<file path="config.mk">
export PLATFORM = sky130hd
export DESIGN_NAME = dds_sweep_ctrl
export DESIGN_NICKNAME = d
export VERILOG_FILES = /design/src/rtl/dds_sweep_ctrl.sv
export SDC_FILE = /design/constraint.sdc
export NUM_CORES = 1
export LEC_CHECK = 0
export BUFFER_PORTS_ARGS = -buffer_cell sky130_fd_sc_hd__buf_2
export CAP_MARGIN = 15
export CORE_UTILIZATION = 55
export CTS_CLUSTER_SIZE = 14
export DETAILED_ROUTE_END_ITERATION = 8
export PLACE_DENSITY = 0.76
export SETUP_SLACK_MARGIN = 0.5
export SLEW_MARGIN = 20
export SYNTH_ARGS = -nofsm -noshare
export SYNTH_HDL_FRONTEND = slang
export SYNTH_SLANG_ARGS = --single-unit
</file>
<file path="constraint.sdc">
create_clock -name clk_100M -period 4.9 [get_ports clk_100M]
set_input_delay 0.245 -clock clk_100M [delete_from_list [all_inputs] [get_ports clk_100M]]
set_output_delay 0.245 -clock clk_100M [all_outputs]
set_load 0.05 [all_outputs]
</file>
<file path="src/rtl/dds_sweep_ctrl.sv">
// DDS sweep controller: resynchronises SPI command/data strobes into clk_100M, converts Hz
// to tuning words and sequences fixed-frequency output or a stepped linear sweep.
module dds_sweep_ctrl #(
  parameter int unsigned FTW_MULT    = 43,
  parameter int unsigned SYNC_STAGES = 2
) (
  input  logic        clk_100M,
  input  logic        rst_n,
  input  logic [7:0]  spi_cmd,
  input  logic        spi_cmd_done,
  input  logic [31:0] spi_data,
  input  logic        spi_data_done,
  output logic [31:0] ftw,
  output logic        ftw_valid,
  output logic        sweeping,
  output logic        err,
  output logic [31:0] cur_freq
);

  localparam logic [31:0] FtwMultW = 32'(FTW_MULT);

  localparam logic [7:0] CmdFix   = 8'h01;
  localparam logic [7:0] CmdStart = 8'h02;
  localparam logic [7:0] CmdStop  = 8'h03;
  localparam logic [7:0] CmdStep  = 8'h04;
  localparam logic [7:0] CmdDwell = 8'h05;
  localparam logic [7:0] CmdSweep = 8'h06;
  localparam logic [7:0] CmdHalt  = 8'h07;
  localparam logic [7:0] CmdLoop  = 8'h08;

  typedef enum logic [2:0] {
    StIdle,
    StLoad,
    StApply,
    StDwell,
    StStep
  } state_e;

  // Done-level synchronisers and rising-edge detectors
  logic [SYNC_STAGES-1:0] cmd_sync_q;
  logic [SYNC_STAGES-1:0] data_sync_q;
  logic                   cmd_prev_q;
  logic                   data_prev_q;
  logic                   cmd_stb;
  logic                   data_stb;

  always_ff @(posedge clk_100M or negedge rst_n) begin
    if (!rst_n) begin
      cmd_sync_q  <= '0;
      data_sync_q <= '0;
      cmd_prev_q  <= 1'b0;
      data_prev_q <= 1'b0;
    end else begin
      cmd_sync_q  <= {cmd_sync_q[SYNC_STAGES-2:0], spi_cmd_done};
      data_sync_q <= {data_sync_q[SYNC_STAGES-2:0], spi_data_done};
      cmd_prev_q  <= cmd_sync_q[SYNC_STAGES-1];
      data_prev_q <= data_sync_q[SYNC_STAGES-1];
    end
  end

  assign cmd_stb  = cmd_sync_q[SYNC_STAGES-1] & ~cmd_prev_q;
  assign data_stb = data_sync_q[SYNC_STAGES-1] & ~data_prev_q;

  // Sequencer state
  state_e      state_q;
  logic [7:0]  pending_cmd_q;
  logic [31:0] f_start_q;
  logic [31:0] f_stop_q;
  logic [31:0] f_step_q;
  logic [31:0] dwell_q;
  logic [31:0] dwell_cnt_q;
  logic [31:0] product_q;
  logic        loop_q;

  logic [7:0]  eff_cmd;
  logic        sweep_ok;
  logic [32:0] next_sum;
  logic        step_done;
  logic [31:0] dwell_load;

  always_comb begin
    // A same-cycle command is decoded first, so the data word follows the new command.
    eff_cmd    = cmd_stb ? spi_cmd : pending_cmd_q;
    sweep_ok   = (f_step_q != 32'd0) && (f_start_q <= f_stop_q);
    next_sum   = {1'b0, cur_freq} + {1'b0, f_step_q};
    step_done  = next_sum[32] || (next_sum[31:0] > f_stop_q);
    dwell_load = (dwell_q == 32'd0) ? 32'd1 : dwell_q;
  end

  always_ff @(posedge clk_100M or negedge rst_n) begin
    if (!rst_n) begin
      state_q       <= StIdle;
      pending_cmd_q <= 8'h00;
      f_start_q     <= '0;
      f_stop_q      <= '0;
      f_step_q      <= '0;
      dwell_q       <= '0;
      dwell_cnt_q   <= '0;
      product_q     <= '0;
      loop_q        <= 1'b0;
      ftw           <= '0;
      ftw_valid     <= 1'b0;
      sweeping      <= 1'b0;
      err           <= 1'b0;
      cur_freq      <= '0;
    end else begin
      ftw_valid <= 1'b0;

      unique case (state_q)
        StIdle: ;
        StLoad: begin
          product_q <= cur_freq * FtwMultW;
          state_q   <= StApply;
        end
        StApply: begin
          ftw       <= product_q;
          ftw_valid <= 1'b1;
          if (sweeping) begin
            dwell_cnt_q <= dwell_load;
            state_q     <= StDwell;
          end else begin
            state_q <= StIdle;
          end
        end
        StDwell: begin
          if (dwell_cnt_q <= 32'd1) begin
            state_q <= StStep;
          end else begin
            dwell_cnt_q <= dwell_cnt_q - 32'd1;
          end
        end
        StStep: begin
          if (step_done) begin
            if (loop_q) begin
              cur_freq <= f_start_q;
              state_q  <= StLoad;
            end else begin
              sweeping <= 1'b0;
              state_q  <= StIdle;
            end
          end else begin
            cur_freq <= next_sum[31:0];
            state_q  <= StLoad;
          end
        end
        default: state_q <= StIdle;
      endcase

      if (cmd_stb) begin
        pending_cmd_q <= spi_cmd;
        case (spi_cmd)
          CmdSweep, CmdLoop: begin
            if (!sweep_ok) begin
              err <= 1'b1;
            end else begin
              cur_freq <= f_start_q;
              loop_q   <= (spi_cmd == CmdLoop);
              sweeping <= 1'b1;
              state_q  <= StLoad;
            end
          end
          CmdHalt: begin
            sweeping <= 1'b0;
            err      <= 1'b0;
            state_q  <= StIdle;
          end
          default: ;
        endcase
      end

      if (data_stb) begin
        case (eff_cmd)
          // The fixed frequency lives only in cur_freq; nothing else reads it back.
          CmdFix: begin
            cur_freq <= spi_data;
            sweeping <= 1'b0;
            loop_q   <= 1'b0;
            state_q  <= StLoad;
          end
          CmdStart: f_start_q <= spi_data;
          CmdStop:  f_stop_q  <= spi_data;
          CmdStep:  f_step_q  <= spi_data;
          CmdDwell: dwell_q   <= spi_data;
          default: ;
        endcase
      end
    end
  end

endmodule

</file>
==> impl_metrics.csv, run 1 <==
group,metric,value,unit
cts,clkLatencyLatePin,610,ps
logic_synthesis,ys_ff_latch,277,
setup_path,crit_chain,"ha_4 -> fa_2 -> a21o_1 -> a311oi_2 -> o211ai_2 -> buf_4 -> a21o_1 -> a21oi_1 -> xnor2_1 -> ha_1 -> nand4_1 -> nor2_1 -> a221o_1 -> nor3_1 -> o311a_4 -> o311ai_4 -> buf_6 -> buf_6 -> nand3b_1 -> o21ai_1 -> a211o_1 -> a21oi_2",
setup_path,crit_arrival,5580,ps
global_route,grt_antenna_before_repair,3,
place,place_congestion,0.928,
global_route,first_global_vias,15200,
layout,drive_gt1_share,24.1,%
timing,max_freq,198,MHz
cts,h-tree-depth,1,
setup_path,slowest_delay,450,ps
timing,period_minus_slack,5060,ps
logic_synthesis,synth_fp_nets,2154,
place,dp_slack,-162,ps
global_route,grt_max_degree,122,
routing,route.detailed.drc,0,
routing,wl_met1,21.2,mm
global_route,grt_overflow_total,0,
place,hpwlAfterDp,35.7,mm
cts,clock_sinks,277,
global_route,grt_first_pass_wirelength,78.7,mm
routing,initialDrtViolationCount,1293,
timing,final_critical_path_setup_slack,-156,ps
layout,nets,2365,
cts,path_clk_slew,70,ps
cts,root_buffer,"clkbuf_16",
layout,finalNonFillerCells,2544,
cts,cts_tree,"built",
logic_synthesis,synth-main-ff-cell,"dfrtp_1",
logic_synthesis,synth-edff-count,0,
setup_path,cp.required,5430,ps
logic_synthesis,yosysWarnings,0,
floorplanning,die_area,34500,µm²
setup_path,cpLargestDelayFamily,"compound AO/OA/AOI/OAI gates",
timing,drv_slew,0,
power,power_leakage,11.2,nW
floorplanning,die_x,186,µm
floorplanning,start_util,56.4,%
place,dp_cells,2424,
run_status,violations,"negative setup slack",
hold_path,hp-class,"in -> reg",
logic_synthesis,postSynth.asyncResetShare,100,%
logic_synthesis,yosys-top-cells-area,"dfrtp_1, ha_1, mux2_2, fa_1, o21ai_0",
cts,cts_buffer_depth,3,
global_route,track_usage,29.1,%
routing,wl_met3,3.38,mm
logic_synthesis,syn_area,18600,µm²
run_status,outcome,"finished with violations",
setup_path,setup.worst_path.start_class,"flip-flop",
place,io_buffers,110,
floorplanning,core-area,32900,µm²
logic_synthesis,avgSynthCellArea,9.93,µm²
cts,numCtsBuffers,30,
routing,top_layer,"met5",
power,p_per_area,410,nW/µm²
timing,fin_worst_skew,29.6,ps
timing,post-route-period-util,103,%
timing,final_hold_viol_count,0,
setup_path,cp-end-kind,"flip-flop",
power,ir_worst_vdd,314,µV
logic_synthesis,synth_cells,1869,
logic_synthesis,synth_largest_area_cell,"dfrtp_1",
timing,worstMarginPinSlew,1130,ps
timing,slew_headroom,24.6,%
floorplanning,die_h,186,µm
setup_path,r2r_slack,-160,ps
layout,area_growth,19.6,%
floorplanning,row_count,66,
routing,wl_met2,22.9,mm
routing,firstDrtPassIters,7,
setup_path,cp_slowest_cell,"nor3_1",
routing,viasPerCell,6.06,
logic_synthesis,synth_cell_types,76,
routing,avgRoutedWirePerCell,19.5,µm
floorplanning,ios,111,
routing,antenna_left,0,
setup_path,path_buf_inv,3,
routing,drt-total-wl,49.7,mm
logic_synthesis,yosysSeqAreaShare,37.4,%
setup_path,path_class,"reg -> reg",
run,maxCapViolCount,0,
routing,vias,15400,
logic_synthesis,netlist.area_leader.share,37.4,%
timing,rsz0062_at_grt,"yes",
timing,finalSetupViolations,27,
setup_path,cp_max_fo,8,
==> through the flow <==
stage	TNS [ps]	power (mW)	area [µm²]	util, %	hold WS, ps
floorplan	0	5.40	18600	-	-50.6
CTS	-1010	8.91	21700	66.1	0.961
global route	-7170	9.71	22200	67.5	20.5
detailed placement	-2010	6.32	20000	61.0	335
global placement	-134	6.20	20000	61.0	336
finish	-1590	9.10	22200	67.5	28.2
==> worst paths after layout <==
| kind | start | cells after the start | to |
|---|---|---|---|
| max in group asynchronous | rst_n | 3 | product_q[6]$_DFFE_PN0P_ |
| hold / removal | spi_data[27] | 3 | f_stop_q[27]$_DFFE_PN0P_ |
| setup / recovery | cur_freq[0]$_DFF_PN0_ | 22 | cur_freq[16]$_DFF_PN0_ |
| min in group asynchronous | rst_n | 2 | ftw_valid$_DFF_PN0_ |
| setup reg to reg | cur_freq[0]$_DFF_PN0_ | 22 | cur_freq[16]$_DFF_PN0_ |
| hold reg to reg | data_sync_q[0]$_DFF_PN0_ | 0 | data_sync_q[1]$_DFF_PN0_ |
==> state kept, by name, summed over array words and instances, names as in the netlist, 2 cells and up <==
| register | cells |
|---|---|
| cmd_sync_q | 2 |
| pending_cmd_q | 8 |
| ftw | 32 |
| state_q | 3 |
| f_stop_q | 32 |
| dwell_cnt_q | 32 |
| product_q | 32 |
| f_step_q | 32 |
| dwell_q | 32 |
| data_sync_q | 2 |
| cur_freq | 32 |
| f_start_q | 32 |
==> Yosys cell counts, types with 4 or more instances <==
master	number
a211oi_1	10
o211ai_1	5
nand2_1	130
o21a_1	10
a22oi_1	29
mux2_2	141
nand2b_1	6
nand3_1	23
o211a_1	4
dfrtp_1	277
o221ai_1	19
a32oi_1	5
nor3b_1	4
and2_1	10
a21oi_1	122
xor2_1	21
mux2i_1	6
clkbuf_1	56
nor3_1	33
fa_1	54
a221o_1	4
inv_1	143
a221oi_1	6
a21o_1	36
o32ai_1	5
ha_1	187
or3_1	9
nand3b_1	8
nor2_1	117
and3_1	11
buf_2	17
a31oi_1	29
o21bai_1	15
o22ai_1	6
nor4_1	29
a211o_1	7
nand4_1	25
xnor2_1	39
nor2b_1	6
o21ai_0	152
==> metal layers <==
| metal | up-vias | global-route usage, % |
|---|---|---|
| met2 | 615 | 46.8 |
| met1 | 7457 | 39.5 |
| met4 | 4 | 11.9 |
| met5 | - | 0 |
| li1 | 7180 | - |
| met3 | 150 | 4.21 |
==> tightest hold or removal path, stage by stage <==
cell and delay [ps]:
buf_2 180, nand2_1 80, o21ai_0 80
==> placed cells by master (no fill, tap or decap), types with 7 or more instances in the layout <==
| master | instances |
|---|---|
| a211o_1 | 7 |
| a211oi_1 | 8 |
| a21o_1 | 36 |
| a21oi_1 | 113 |
| a21oi_2 | 7 |
| a22oi_1 | 29 |
| a31oi_1 | 27 |
| and2_1 | 9 |
| and3_1 | 11 |
| buf_2 | 109 |
| buf_4 | 96 |
| buf_6 | 7 |
| clkbuf_16 | 31 |
| dfrtp_1 | 266 |
| dfrtp_2 | 11 |
| dlygate4sd3_1 | 38 |
| fa_1 | 52 |
| ha_1 | 181 |
| inv_1 | 143 |
| mux2_2 | 138 |
| nand2_1 | 130 |
| nand3_1 | 22 |
| nand3b_1 | 8 |
| nand4_1 | 25 |
| nor2_1 | 96 |
| nor2_2 | 17 |
| nor3_1 | 32 |
| nor4_1 | 27 |
| o21a_1 | 10 |
| o21ai_0 | 144 |
| o21bai_1 | 14 |
| o221ai_1 | 16 |
| or3_1 | 7 |
| xnor2_1 | 38 |
| xor2_1 | 21 |
==> power by group <==
part,internal [mW],switching [mW],total [mW]
Clock,1.48,0.965,2.45
Combinational,1.71,2.30,4.01
Sequential,2.49,0.155,2.64
==> area by class of cell <==
type | instances | area [µm²]
clock buffer | 37 | 807
multi-input combinational | 1372 | 11200
fill | 2508 | 10700
inverter | 143 | 537
timing repair buffer | 256 | 1830
antenna | 2 | 5.00
tap | 442 | 553
clock inverter | 15 | 265
sequential | 277 | 6950
==> repair_timing <==
item | 4_1_cts | 5_1_grt
endpoints found under the hold margin | 215 | 0
buffers inserted | 12 | 15
resized for setup | 38 | 62
cloned | 0 | 1
pin swaps | 27 | 34
endpoints found under the setup margin | 41 | 44
hold buffers | 38 | 0
==> cells by family (layout without fill, tap and decap cells) <==
kind of cell | after synthesis | count (layout) | share of synthesized area, %
AO/OA/AOI/OAI | 495 | 495 | 16.8
AND/OR/NAND/NOR | 429 | 429 | 11.0
flip-flops | 277 | 277 | 37.4
adder cells (fa/ha/maj) | 241 | 241 | 18.4
buffers and inverters | 220 | 451 | 4.61
multiplexers | 147 | 147 | 8.88
XOR/XNOR | 60 | 60 | 2.83
other | 0 | 2 | 0
Power figures use the tool's default switching activity.
==> run 2, diff against run 1 <==
--- a/config.mk
+++ b/config.mk
@@ -10,7 +10,7 @@
 export CORE_UTILIZATION = 55
 export CTS_CLUSTER_SIZE = 14
 export DETAILED_ROUTE_END_ITERATION = 8
-export PLACE_DENSITY = 0.76
+export PLACE_DENSITY = 0.73
 export SETUP_SLACK_MARGIN = 0.5
 export SLEW_MARGIN = 20
 export SYNTH_ARGS = -nofsm -noshare
==> constraint.sdc (replaced) <==
create_clock -name clk_100M -period 6.2 [get_ports clk_100M]
set_input_delay 0.31 -clock clk_100M [delete_from_list [all_inputs] [get_ports clk_100M]]
set_output_delay 0.31 -clock clk_100M [all_outputs]
set_load 0.05 [all_outputs]
==> run 2 against run 1 <==
The run now ends clean. First-iteration DRC count shrank 15%. Clock skew fell by 18 ps. Final cell count fell by 4.3%. Worst hold slack better by 4.5 ps. Design area fell by 6.2%. Clock power shrank 18%. Routed wire length down 6.0%. Maximum frequency shrank 7.9%. Global-route usage decreased by 1.3 points. Flip-flop and latch count unchanged. Sequential share of layout area increased by 2.0 points. Critical endpoint is now cur_freq[19]$_DFF_PN0_. Largest power group unchanged.
==> impl_metrics.csv, run 2 (synthesized netlist as in run 1, its figures left out) <==
group,metric,value,unit
cts,cts_tree,"built",
power,power_leakage,10.6,nW
setup_path,slowest_delay,450,ps
setup_path,rr_startpoint,"f_step_q[4]$_DFFE_PN0P_",
floorplanning,row_count,66,
setup_path,cp.required,6660,ps
power,netSwitchingFraction,37.3,%
setup_path,setup.worst_path.start_class,"flip-flop",
cts,root_buffer,"clkbuf_16",
layout,final_common_cell,"dfrtp_1",
setup_path,cp-end-kind,"flip-flop",
timing,post-route-period-util,88.5,%
floorplanning,die_area,34500,µm²
cts,h-tree-depth,1,
routing,route.detailed.drc,0,
timing,slew_headroom,29.7,%
floorplanning,start_util,56.4,%
routing,antenna_left,0,
hold_path,hp-class,"in -> reg",
timing,fin_worst_skew,11.6,ps
layout,finalNonFillerCells,2435,
floorplanning,die_h,186,µm
power,ir_worst_vdd,258,µV
floorplanning,ios,111,
routing,drt-total-wl,46.7,mm
cts,path_clk_slew,60,ps
timing,final_hold_viol_count,0,
setup_path,crit_arrival,5950,ps
layout,final_cell_mix,"dfrtp_1, ha_1, o21ai_0, inv_1, mux2_2",
routing,viasPerCell,6.00,
timing,worstMarginPinSlew,1050,ps
place,io_buffers,110,
timing,fin_setup_tns,0,ps
power,p_comb_share,40.2,%
global_route,grt_first_pass_wirelength,75.6,mm
place,hpwlAfterDp,34.8,mm
global_route,first_global_vias,14300,
global_route,grt_antenna_before_repair,1,
power,seq_power_share,30.9,%
power,p_per_area,332,nW/µm²
place,dp_slack,410,ps
layout,nets,2254,
timing,max_freq,182,MHz
timing,finalSetupViolations,0,
hold_path,min-delay-start,"spi_cmd[3]",
setup_path,cp_slowest_cell,"or4_1",
layout,fin_area,20800,µm²
floorplanning,core-area,32900,µm²
run_status,outcome,"finished, final reports clean",
routing,firstDrtPassIters,6,
routing,avgRoutedWirePerCell,19.2,µm
timing,period_minus_slack,5490,ps
layout,area_growth,12.1,%
place,place_area,19600,µm²
power,p_switching,2.58,mW
run,maxCapViolCount,0,
cts,clock_sinks,277,
place,dp_cells,2369,
timing,drv_slew,0,
cts,numCtsBuffers,31,
place,place_congestion,0.883,
timing,rsz0062_at_grt,"no",
floorplanning,die_x,186,µm
routing,initialDrtViolationCount,1104,
power,clkPwrFrac,28.9,%
routing,vias,14600,
power,internal-power,4.33,mW
cts,cts_buffer_depth,3,
setup_path,crit_chain,"ha_1 -> a21o_1 -> or4_1 -> o21ai_2 -> nand2_2 -> a311oi_4 -> o21ai_2 -> a211oi_2 -> o21ai_0 -> xor2_1 -> ha_1 -> nand4_1 -> nor4_2 -> a221o_1 -> o21ai_0 -> o311a_1 -> o311ai_4 -> nor2_2 -> a21oi_1 -> buf_4 -> a221oi_1 -> nor3_1",
cts,clkLatencyLatePin,590,ps
setup_path,crit_start,"f_step_q[4]$_DFFE_PN0P_",
layout,drive_gt1_share,17.8,%
global_route,grt_overflow_total,0,
setup_path,cp_max_fo,10,
timing,final_critical_path_setup_slack,712,ps
global_route,grt_max_degree,106,
global_route,track_usage,27.8,%
setup_path,path_class,"reg -> reg",
==> run 2: changes by cell type in the layout (fill, tap and decap cells not counted), moves of 8 or more <==
cell,delta
dfrtp_1,+10
dlygate4sd3_1,-31
a21oi_1,+8
nor2_2,-14
nor2_1,+18
buf_4,-72
dfrtp_2,-10
==> run 2: through the flow <==
| step | hold WS, ps | utilization (%) | total power [mW] |
|---|---|---|---|
| global route | 37.2 | 63.3 | 7.39 |
| floorplan | 14.4 | - | 4.25 |
| detailed placement | 338 | 59.5 | 4.92 |
| finish | 32.7 | 63.3 | 6.91 |
| CTS | 7.52 | 63.2 | 6.94 |
| global placement | 336 | 59.5 | 4.83 |
==> run 2: power groups by stage <==
stage	clock network, mW	logic (mW)	registers [mW]
2_1_floorplan	0	2.01	2.24
6_report	2.00	2.78	2.13
3_5_place_dp	0	2.76	2.17
3_3_place_gp	0	2.67	2.16
4_1_cts	2.03	2.78	2.13
5_1_grt	2.10	3.14	2.16
==> run 2: critical path: cells and delay by family, from the launching register on <==
family	cells	cell delay, ps
and+or+nand+nor	6	1040
adders and majority gates	2	690
AOI/OAI and AO/OA	12	2710
DFF	1	400
buffers and inverters	1	190
xor gates and xnor gates	1	330
==> run 2: repair_timing <==
action,4_1_cts,5_1_grt
pin swaps,0,5
hold buffers,7,0
endpoints found under the setup margin,17,32
buffers inserted,0,2
resized for setup,2,7
endpoints found under the hold margin,108,0
==> run 2: layer usage <==
metal  vias to the layer above  track usage [%]  share of wire (%)
li1                       6952                -                  -
met1                      7151             38.5                 44
met2                       428             45.8                 47
met3                        81             3.37                6.0
met4                         0             8.10                2.8
met5                         -                0                  0
==> run 2: layout make-up <==
cell class | count | area, µm²
sequential | 277 | 6930
fill | 2736 | 12100
inverter | 143 | 537
antenna | 1 | 2.50
tap | 442 | 553
timing repair buffer | 144 | 845
multi-input combinational | 1372 | 10800
clock inverter | 13 | 223
clock buffer | 43 | 901
==> run 2: final timing paths <==
| kind | end | slack, ps | cells after the start |
|---|---|---|---|
| setup reg to reg | cur_freq[19]$_DFF_PN0_ | 710 | 22 |
| max in group asynchronous | dwell_cnt_q[24]$_DFFE_PN0P_ | 4420 | 3 |
| min in group asynchronous | ftw[30]$_DFFE_PN0P_ | 330 | 2 |
| setup / recovery | cur_freq[19]$_DFF_PN0_ | 710 | 22 |
| hold / removal | pending_cmd_q[3]$_DFF_PN0_ | 30 | 2 |
| hold reg to reg | data_sync_q[1]$_DFF_PN0_ | 340 | 0 |
==> run 3, diff against run 2 <==
--- a/config.mk
+++ b/config.mk
@@ -11,6 +11,7 @@
 export CTS_CLUSTER_SIZE = 14
 export DETAILED_ROUTE_END_ITERATION = 8
 export PLACE_DENSITY = 0.73
+export RECOVER_POWER = 50
 export SETUP_SLACK_MARGIN = 0.5
 export SLEW_MARGIN = 20
 export SYNTH_ARGS = -nofsm -noshare
==> run 3 against run 2 <==
Highest routed layer unchanged. Design area fell by 0.49%. Sequential power barely moved. Clock skew grew 3.0 ps. Critical path type unchanged. Combinational power about the same. Sequential share of layout area increased by 0.16 points. Register-to-register slack is essentially flat. Critical endpoint unchanged. First-iteration DRC count fell by 4.2%. The flow now finishes with violations (max-capacitance violations, max-slew violations). Non-clock buffer count did not move. Final cell count unchanged.
==> impl_metrics.csv, run 3 (synthesized netlist as in run 1, its figures left out) <==
group,metric,value,unit
floorplanning,die_h,186,µm
routing,initialDrtViolationCount,1058,
layout,area_growth,11.6,%
place,io_buffers,110,
power,power_leakage,10.4,nW
layout,final_common_cell,"dfrtp_1",
global_route,grt_overflow_total,0,
layout,fill_cells,2763,
routing,avgRoutedWirePerCell,19.2,µm
routing,route.detailed.drc,0,
routing,vias,14500,
layout,final_cell_mix,"dfrtp_1, ha_1, o21ai_0, inv_1, mux2_2",
timing,fin_worst_skew,14.6,ps
power,p_comb_share,40.1,%
timing,post-route-period-util,88.3,%
layout,nets,2254,
place,place_congestion,0.883,
timing,final_critical_path_setup_slack,723,ps
layout,final_util,63.0,%
power,seq_power_share,30.9,%
floorplanning,start_util,56.4,%
cts,clkLatencyLatePin,590,ps
timing,fin_setup_tns,0,ps
global_route,grt_first_pass_wirelength,75.6,mm
cts,path_clk_slew,60,ps
layout,seq_area,6930,µm²
power,internal-power,4.32,mW
routing,viasPerCell,5.97,
floorplanning,core-area,32900,µm²
setup_path,cp.required,6660,ps
floorplanning,die_area,34500,µm²
cts,numCtsBuffers,31,
cts,clock_sinks,277,
power,clkPwrFrac,29.0,%
global_route,grt_max_degree,106,
power,p_per_area,334,nW/µm²
layout,drive_gt1_share,14.2,%
timing,holdWs,30.8,ps
cts,cts_tree,"built",
timing,finalSetupViolations,0,
cts,cts_buffer_depth,3,
cts,h-tree-depth,1,
timing,max_freq,183,MHz
setup_path,cp-end-kind,"flip-flop",
global_route,track_usage,27.8,%
floorplanning,ios,111,
power,netSwitchingFraction,37.4,%
setup_path,crit_arrival,5940,ps
cts,root_buffer,"clkbuf_16",
setup_path,cp_max_fo,10,
timing,final_hold_viol_count,0,
routing,drt-total-wl,46.9,mm
run,maxCapViolCount,3,
timing,rsz0062_at_grt,"no",
global_route,grt_antenna_before_repair,1,
routing,antenna_left,0,
place,dp_slack,410,ps
routing,firstDrtPassIters,5,
power,power,6.91,mW
hold_path,hp-class,"in -> reg",
timing,drv_slew,203,
floorplanning,row_count,66,
global_route,first_global_vias,14300,
power,ir_worst_vdd,256,µV
timing,slew_headroom,-215,%
floorplanning,die_x,186,µm
place,hpwlAfterDp,34.8,mm
setup_path,path_class,"reg -> reg",
setup_path,setup.worst_path.start_class,"flip-flop",
timing,worstMarginPinSlew,4730,ps
timing,period_minus_slack,5480,ps
layout,multi_input_area,10800,µm²
run_status,violations,"max-capacitance violations, max-slew violations",
power,p_switching,2.59,mW
run_status,outcome,"finished with violations",
-- run 3: final cells by class --
| cell class | count | share of cell area, % |
|---|---|---|
| multi-input combinational | 1372 | 52.2 |
| sequential | 277 | 33.5 |
| clock buffer | 43 | 4.35 |
| timing repair buffer | 144 | 3.61 |
| tap | 442 | 2.67 |
| inverter | 143 | 2.59 |
| clock inverter | 13 | 1.08 |
| antenna | 1 | 0.0121 |
-- run 3: final timing paths --
kind	from	depth (start not counted)	slack, ps	endpoint
hold / removal	spi_cmd[3]	2	30	pending_cmd_q[3]$_DFF_PN0_
max in group asynchronous	rst_n	3	1200	cur_freq[4]$_DFF_PN0_
setup reg to reg	f_step_q[4]$_DFFE_PN0P_	22	720	cur_freq[19]$_DFF_PN0_
setup / recovery	f_step_q[4]$_DFFE_PN0P_	22	720	cur_freq[19]$_DFF_PN0_
hold reg to reg	data_sync_q[0]$_DFF_PN0_	0	340	data_sync_q[1]$_DFF_PN0_
min in group asynchronous	rst_n	2	2080	ftw[30]$_DFFE_PN0P_
-- run 3: power by group through the flow --
stage	Clock (mW)	Combinational (mW)	Sequential, mW
after floorplan	0	2.01	2.24
after global placement	0	2.67	2.16
after detailed placement	0	2.76	2.17
after CTS	2.03	2.78	2.13
after global routing	2.10	3.12	2.16
final	2.00	2.77	2.14
-- run 3: critical path, cell delays in order (launching register included) --
cell and delay (ps):
dfrtp_1 400, ha_1 370, a21o_1 240, or4_1 450, o21ai_2 190, nand2_2 120, a311oi_4 300, o21ai_2 150
a211oi_2 270, o21ai_0 150, xor2_1 320, ha_1 320, nand4_1 150, nor4_2 70, a221o_1 310, o21ai_0 170
o311a_1 290, o311ai_4 210, nor2_2 170, a21oi_1 90, buf_4 190, a221oi_1 340, nor3_1 80
-- run 3: per-layer routing --
metal / vias to the layer above / track usage, % / wire length (µm) / part of all wire [%]
li1: 6943 / - / - / -
met1: 7105 / 38.5 / 20600 / 44
met2: 416 / 45.8 / 22100 / 47
met3: 73 / 3.37 / 2910 / 6.2
met4: 0 / 8.10 / 1250 / 2.7
met5: - / 0 / 0 / 0
-- run 3: what timing repair did --
| action | 4_1_cts | 5_1_grt |
|---|---|---|
| hold buffers | 7 | 0 |
| resized for setup | 2 | 7 |
| endpoints found under the hold margin | 108 | 0 |
| buffers inserted | 0 | 2 |
| pin swaps | 0 | 5 |
| endpoints found under the setup margin | 17 | 32 |
-- run 3: stage by stage --
stage | instance area [µm²] | cells
2_1_floorplan | 18600 | 1869
3_3_place_gp | 19600 | 2369
3_5_place_dp | 19600 | 2369
4_1_cts | 20800 | 2432
5_1_grt | 20700 | 2435
6_report | 20700 | 2435
